**src/rtl/light_config_loader.sv**
```systemverilog
// Configuration front end for the traffic-light controller: synchronizes and
// debounces the LOAD/NEXT buttons, steps the light selection, latches the
// switch value and issues one single-cycle enable strobe per accepted LOAD.
module light_config_loader #(
    parameter int DEBOUNCE_CYCLES = 500_000
) (
    input  logic       clk,
    input  logic       rst,
    input  logic [3:0] sw,
    input  logic       btn_load,
    input  logic       btn_next,
    output logic [3:0] data_out,
    output logic       green_enable,
    output logic       arrow_enable,
    output logic       red_enable,
    output logic       yellow_enable,
    output logic [3:0] sel_led,
    output logic [3:0] programmed,
    output logic       all_programmed,
    output logic       err
);

    localparam int CW = $clog2(DEBOUNCE_CYCLES) + 1;
    localparam logic [CW-1:0] CNT_LAST = CW'(DEBOUNCE_CYCLES - 1);

    typedef enum logic [1:0] {
        IDLE,
        SETUP,
        STROBE,
        HOLD
    } state_t;

    state_t state, state_next;

    // Index 0 is LOAD, index 1 is NEXT.
    logic [1:0]    raw;
    logic [1:0]    sync1, sync2;
    logic [1:0]    stable, stable_q;
    logic [CW-1:0] cnt [2];
    logic [1:0]    press;
    logic          load_press, next_press;

    logic          take, reject, rotate, strobe;

    assign raw = {btn_next, btn_load};

    // Two-flop synchronizer for both raw buttons.
    always_ff @(posedge clk or negedge rst) begin
        if (!rst) begin
            sync1 <= '0;
            sync2 <= '0;
        end else begin
            sync1 <= raw;
            sync2 <= sync1;
        end
    end

    // Debounce: accept a new level only after it has differed for DEBOUNCE_CYCLES cycles.
    always_ff @(posedge clk or negedge rst) begin
        if (!rst) begin
            stable <= '0;
            cnt[0] <= '0;
            cnt[1] <= '0;
        end else begin
            for (int unsigned i = 0; i < 2; i++) begin
                if (sync2[i] == stable[i]) begin
                    cnt[i] <= '0;
                end else if (cnt[i] == CNT_LAST) begin
                    stable[i] <= sync2[i];
                    cnt[i]    <= '0;
                end else begin
                    cnt[i] <= cnt[i] + 1'b1;
                end
            end
        end
    end

    // Previous stable level, for rising-edge press detection.
    always_ff @(posedge clk or negedge rst) begin
        if (!rst) begin
            stable_q <= '0;
        end else begin
            stable_q <= stable;
        end
    end

    assign press      = stable & ~stable_q;
    assign load_press = press[0];
    assign next_press = press[1];

    // FSM state register.
    always_ff @(posedge clk or negedge rst) begin
        if (!rst) begin
            state <= IDLE;
        end else begin
            state <= state_next;
        end
    end

    // Next-state and control decode; LOAD takes priority over NEXT in IDLE.
    always_comb begin
        state_next = state;
        take       = 1'b0;
        reject     = 1'b0;
        rotate     = 1'b0;
        strobe     = 1'b0;
        unique case (state)
            IDLE: begin
                if (load_press) begin
                    if (sw != '0) begin
                        take       = 1'b1;
                        state_next = SETUP;
                    end else begin
                        reject = 1'b1;
                    end
                end else if (next_press) begin
                    rotate = 1'b1;
                end
            end
            SETUP: begin
                state_next = STROBE;
            end
            STROBE: begin
                strobe     = 1'b1;
                state_next = HOLD;
            end
            HOLD: begin
                if (!stable[0]) begin
                    state_next = IDLE;
                end
            end
            default: begin
                state_next = IDLE;
            end
        endcase
    end

    // Strobes decode straight from state so an asynchronous reset kills them at once.
    assign green_enable  = strobe & sel_led[0];
    assign arrow_enable  = strobe & sel_led[1];
    assign red_enable    = strobe & sel_led[2];
    assign yellow_enable = strobe & sel_led[3];

    // Data latch, selection, sticky programmed/error flags.
    always_ff @(posedge clk or negedge rst) begin
        if (!rst) begin
            data_out       <= '0;
            err            <= 1'b0;
            sel_led        <= 4'b0001;
            programmed     <= '0;
            all_programmed <= 1'b0;
        end else begin
            if (take) begin
                data_out <= sw;
                err      <= 1'b0;
            end
            if (reject) begin
                err <= 1'b1;
            end
            if (rotate) begin
                sel_led <= {sel_led[2:0], sel_led[3]};
            end
            if (strobe) begin
                programmed <= programmed | sel_led;
            end
            all_programmed <= &programmed;
        end
    end

endmodule

```
**config.mk**
```make
export PLATFORM = sky130hd
export DESIGN_NAME = light_config_loader
export DESIGN_NICKNAME = d
export VERILOG_FILES = /design/src/rtl/light_config_loader.sv
export SDC_FILE = /design/constraint.sdc
export NUM_CORES = 1
export LEC_CHECK = 0
export BUFFER_PORTS_ARGS = -buffer_cell sky130_fd_sc_hd__buf_4
export CAP_MARGIN = 10
export CORE_MARGIN = 1
export CORE_UTILIZATION = 60
export CTS_BUF_LIST = sky130_fd_sc_hd__clkbuf_16
export CTS_CLUSTER_SIZE = 30
export DETAILED_ROUTE_END_ITERATION = 6
export MAX_ROUTING_LAYER = met4
export PLACE_DENSITY_LB_ADDON = 0.2
export SYNTH_ARGS = -nofsm -noshare
export SYNTH_HDL_FRONTEND = slang
export SYNTH_SLANG_ARGS = --single-unit
```
**constraint.sdc**
```tcl
create_clock -name clk -period 5.6 [get_ports clk]
set_clock_uncertainty 0.2 [all_clocks]
set_input_delay 0.84 -clock clk [delete_from_list [all_inputs] [get_ports clk]]
set_output_delay 0.84 -clock clk [all_outputs]
set_load 0.01 [all_outputs]
```
# Word-level counts from Yosys, hierarchy flattened

Index checks and enable logic that the tools add are counted.

Output and inout port bits: 18
Bits in registers: 64
Bits of input ports: 8
Word-level logic and storage cells: 61

Add/sub/neg operators: 2
Bitwise operators: 9
Multiplexer cells: 20
Equality and inequality tests: 10
Reduce and logical (&&, ||, !) cells: 7

Operator list:

| kind                                                               | count |
|---|---|
| 20-bit two-way mux                                                 | 4 |
| 20-bit by 1-bit adder with 20-bit output (second input constant)   | 2 |
| 20-bit by 19-bit == test with 1-bit output (second input constant) | 2 |
| 1-bit two-way mux                                                  | 12 |
| 2-bit one-hot mux with 4 select lines                              | 1 |
| 2-bit two-way mux                                                  | 3 |
| 2-bit != test (second input constant)                              | 3 |
| 1-bit bitwise AND                                                  | 4 |
| 2-bit == test (second input constant)                              | 2 |
| 4-bit OR                                                           | 1 |
| 2-bit AND reduction                                                | 2 |
| 4-bit AND reduction                                                | 1 |
| 4-bit nonzero test                                                 | 1 |
| 3-bit AND reduction                                                | 1 |
| 2-bit bitwise AND                                                  | 1 |
| 1-bit == test                                                      | 2 |
| 2-bit by 1-bit == test with 1-bit output (second input constant)   | 1 |
| 2-bit zero test                                                    | 1 |
| 1-bit NOT                                                          | 2 |
| 2-bit NOT                                                          | 1 |
| 2-bit nonzero test                                                 | 1 |

# Longest topological paths before layout

Depth in word-level cells: 6
Depth in mapped cells: 7
Gate-level depth less buffers: 5

# Worst setup path before layout

OpenSTA, ideal clock, no wires.

Path type: register to register
From: register cnt[11] (netlist bit)
To: register cnt[10] (netlist bit)
Data arrival time: 1848 ps
Library setup time: 119 ps
Cell stages (with the launch flop): 7
Path buffers: 2
Data required time: 5281 ps
Path slack: 3433 ps
Clock period less this slack: 2167 ps
Path through: dfrtp_1 -> or4b_2 -> nor4_1 -> a21o_1 -> buf_4 -> buf_4 -> nor2_1

Longest elaborated chain between the ends: 3

RTL lines:

| item                                       | RTL line | RTL |
|---|---|---|
| start, declared                            | 39       | `logic [CW-1:0] cnt [2];` |
| start signal, assigned by index            | 72       | `cnt[i] <= cnt[i] + 1'b1;` |
| 20-bit by 19-bit == test with 1-bit output | 68       | `end else if (cnt[i] == CNT_LAST) begin` |
| 20-bit two-way mux                         | 68       |  |
| 20-bit two-way mux                         | 66       | `if (sync2[i] == stable[i]) begin` |

Every way passes these cells.
A chain may end at the register's enable or synchronous reset.

# Worst setup path in the final report

From: register cnt[9] (netlist bit)
To: register cnt[12] (netlist bit)

Longest elaborated chain between the ends: 3
Elaborated cells between the ends (all ways): 4
Those cells by class: add/sub (1); eq/ne (1); mux (2)

RTL lines:

| item                                                                                                   | RTL line |
|---|---|
| 20-bit by 1-bit adder with 20-bit output or 20-bit by 19-bit == test with 1-bit output (tied branches) | 72, 68 |
| 20-bit two-way mux (*)                                                                                 | 68 |
| 20-bit two-way mux (*)                                                                                 | 66 |

Mark *: on every way between the ends. The rest lies on a longest branch, timed or not.

==> results.md <==
- Crit path arrival time: 2440 ps
- Synth cell count leaders: 63 x dfrtp_1, 30 x nor2_1, 18 x nand2_1, 17 x xnor2_1, 15 x nand3_1
- Final Hold Viols: 0
- Final setup viols: 0
- Drt wl/cell: 14.3 microns
- Via count: approximately 2200
- Clock Tree Buf Depth: 2
- Vias per cell: just under 6
- Clk Latency, worst-skew pair: between 300 and 400 ps
- Max Fanout on Critical Path: 19
- Antenna Cells: 0
- Top_reg_cell synth: dfrtp_1
- Count leader, synth: dfrtp_1
- Post-route ant nets: 0
- Initial DRC count: 150
- Avg Inst Size Synth: 10.6 sq um
- I/O Buffers: 25
- Max Fclk: between 400 and 500 MHz
- Mapped Nets: ~290
- FF/Latch Area: roughly 1600 sq um
- #FFs+latches synth: 64
- Setup TNS: 0 ps
- Maximum VDD drop: 0.000206 V
- Slew @ Worst Pin: between 700 and 800 ps
- Number of flops mapped to enable cells by yosys: 0
- I/O pins: 26
- Routability cong.: 0.808
- Status: complete, no violations
- Antenna violations before repair: 0
- Ys Warns: 0
- Drc violations: 0
- # nets final: roughly 320
- Final period utilization: 0.441
- Synth area leaders: dfrtp_1 53%, xnor2_1 5.0%, mux2_2 4.2%
- Die Y: 72.5 microns
- Pwr Density: between 200 and 300 nW/um^2
- Setup CP Type: flip-flop to flip-flop
- Relative slew margins: 0.493
- Die Wd: 72.5 microns
- Cell type with the largest total area after synthesis: dfrtp_1
- RSZ-0062 raised after global routing: false
- Share of layout cells above drive strength 1: 0.184
- Placed wire-length estimate: 3.64 mm
- Num rows: 25
- Maxcap violations: 0
- Clock-pin slew on the worst setup and hold paths: 50 ps
- Total Wirelength: about 5.5 mm
- P_leak: 1.53 nW
- Sequential share of the synthesized area: 0.537
- Tmin final: between 2000 and 2500 ps
- Root Buffer: clkbuf_16
- WP data required: roughly 5600 ps
- Area taken by multi-input logic gates: 1320 sq um
- Hold WC Path Type: flip-flop to flip-flop
- CTS buffer count: 9
- Worst R2R Setup Slack: 3130 ps
- Post-Syn Area: 2980 sq um
- Largest net degree at the start of global routing: 65
- Initial cell density of the core: 0.628
- Fillcell total: 348
- Synth async-reset ratio: 1.00
- Resized cells post-CTS: 0
- GR Overflow Total: 0
- Slew Viols, Final: 0
- DRT Pass-1 Iters: 4
- First-pass GRT wire length: 9.57 mm
- Final Power: 0.968 mW
- CP Launch Type: flip-flop
- CTS H-Tree Depth: 3
- Die area: 5260 sq um
- Synth top area share: 0.528
- Synth-to-layout area growth: 16.6%
- Critical path endpoint category: flip-flop
- CTS tree: done
- Hold-fix buffers, CTS: 0
- Final Non-Filler Cells: 383
- Vias in the first global route: between 2000 and 2500
- Cells after DPL: 367
- Post-synthesis cell type count: 39
- Sink Count: 64
- Core Region: 4750 sq um
- Post-CTS repair timing setup buffer count: 0
- Cell count after synthesis: between 200 and 300
- Total track usage: 0.250
-- layout by cell type (no fill, tap or decap), types with 4 or more instances in the layout --
cell / n
clkbuf_16: 9
a21oi_1: 12
mux2_2: 11
nand4_1: 12
or4_1: 7
o21ai_0: 6
nand2_1: 18
o31ai_1: 6
ha_1: 5
nor3_1: 10
xnor2_1: 17
buf_4: 26
inv_1: 12
nor4_1: 7
nor2_1: 30
and2_1: 7
xor2_1: 9
or2_2: 4
dfrtp_1: 63
nand3_1: 15
-- final cells by class --
| type | instances | share of cell area |
|---|---|---|
| tap | 67 | 0.0241 |
| clock buffer | 9 | 0.0647 |
| clock inverter | 7 | 0.00755 |
| timing repair buffer | 26 | 0.0561 |
| multi-input combinational | 202 | 0.378 |
| sequential | 64 | 0.461 |
| inverter | 8 | 0.00863 |
-- sequential cells by signal (all words and copies together), names as in the netlist --
signal	count
sync1	2
programmed	4
err	1
stable_q	2
cnt	40
sel_led	4
all_programmed	1
stable	2
data_out	4
sync2	2
state	2
-- routing by layer --
layer | GRT usage | vias up | routed length, microns
met3 | 0.0458 | 8 | 251
met4 | 0.111 | 0 | 87
met5 | - | - | 0
li1 | - | 1066 | -
met2 | 0.381 | 61 | 2640
met1 | 0.327 | 1083 | 2510
-- critical path, cell delays in order (launching register included) --
cell     delay (ps)
dfrtp_1         430
or4b_2          640
nor4_1          360
a21o_1          570
nor2_1          110
-- power breakdown --
group	switching, mW	internal [mW]	leakage, nW	total (mW)
Sequential	0.00523	0.470	0.870	0.475
Clock	0.176	0.287	0.137	0.463
Combinational	0.0196	0.0109	0.525	0.0306
Total	0.201	0.768	1.53	0.968
-- stage by stage --
stage	util	hold WS [ps]	cell area, sq um	setup WS (ps)
floorplan	-	131	2980	3430
global placement	0.679	133	3230	3210
detailed placement	0.679	138	3230	3130
CTS	0.732	148	3480	3120
global route	0.732	158	3480	2980
finish	0.732	148	3480	3130
-- cell families after synthesis --
group | synth area share
flops | 0.537
fa+ha+maj | 0.0210
mux | 0.0415
simple gates | 0.245
buf+inv | 0.0218
xor+xnor | 0.0763
compound gates | 0.0574
-- final timing paths --
| kind | to | depth (start not counted) | startpoint |
|---|---|---|---|
| max | cnt[12]$_DFF_PN0_ | 4 | cnt[9]$_DFF_PN0_ |
| min | sync2[1]$_DFF_PN0_ | 0 | sync1[1]$_DFF_PN0_ |
| max reg2reg | cnt[12]$_DFF_PN0_ | 4 | cnt[9]$_DFF_PN0_ |
| min reg2reg | sync2[1]$_DFF_PN0_ | 0 | sync1[1]$_DFF_PN0_ |
| max in group asynchronous | cnt[16]$_DFF_PN0_ | 1 | rst |
| min in group asynchronous | cnt[33]$_DFF_PN0_ | 1 | rst |
Power figures use the tool's default switching activity.
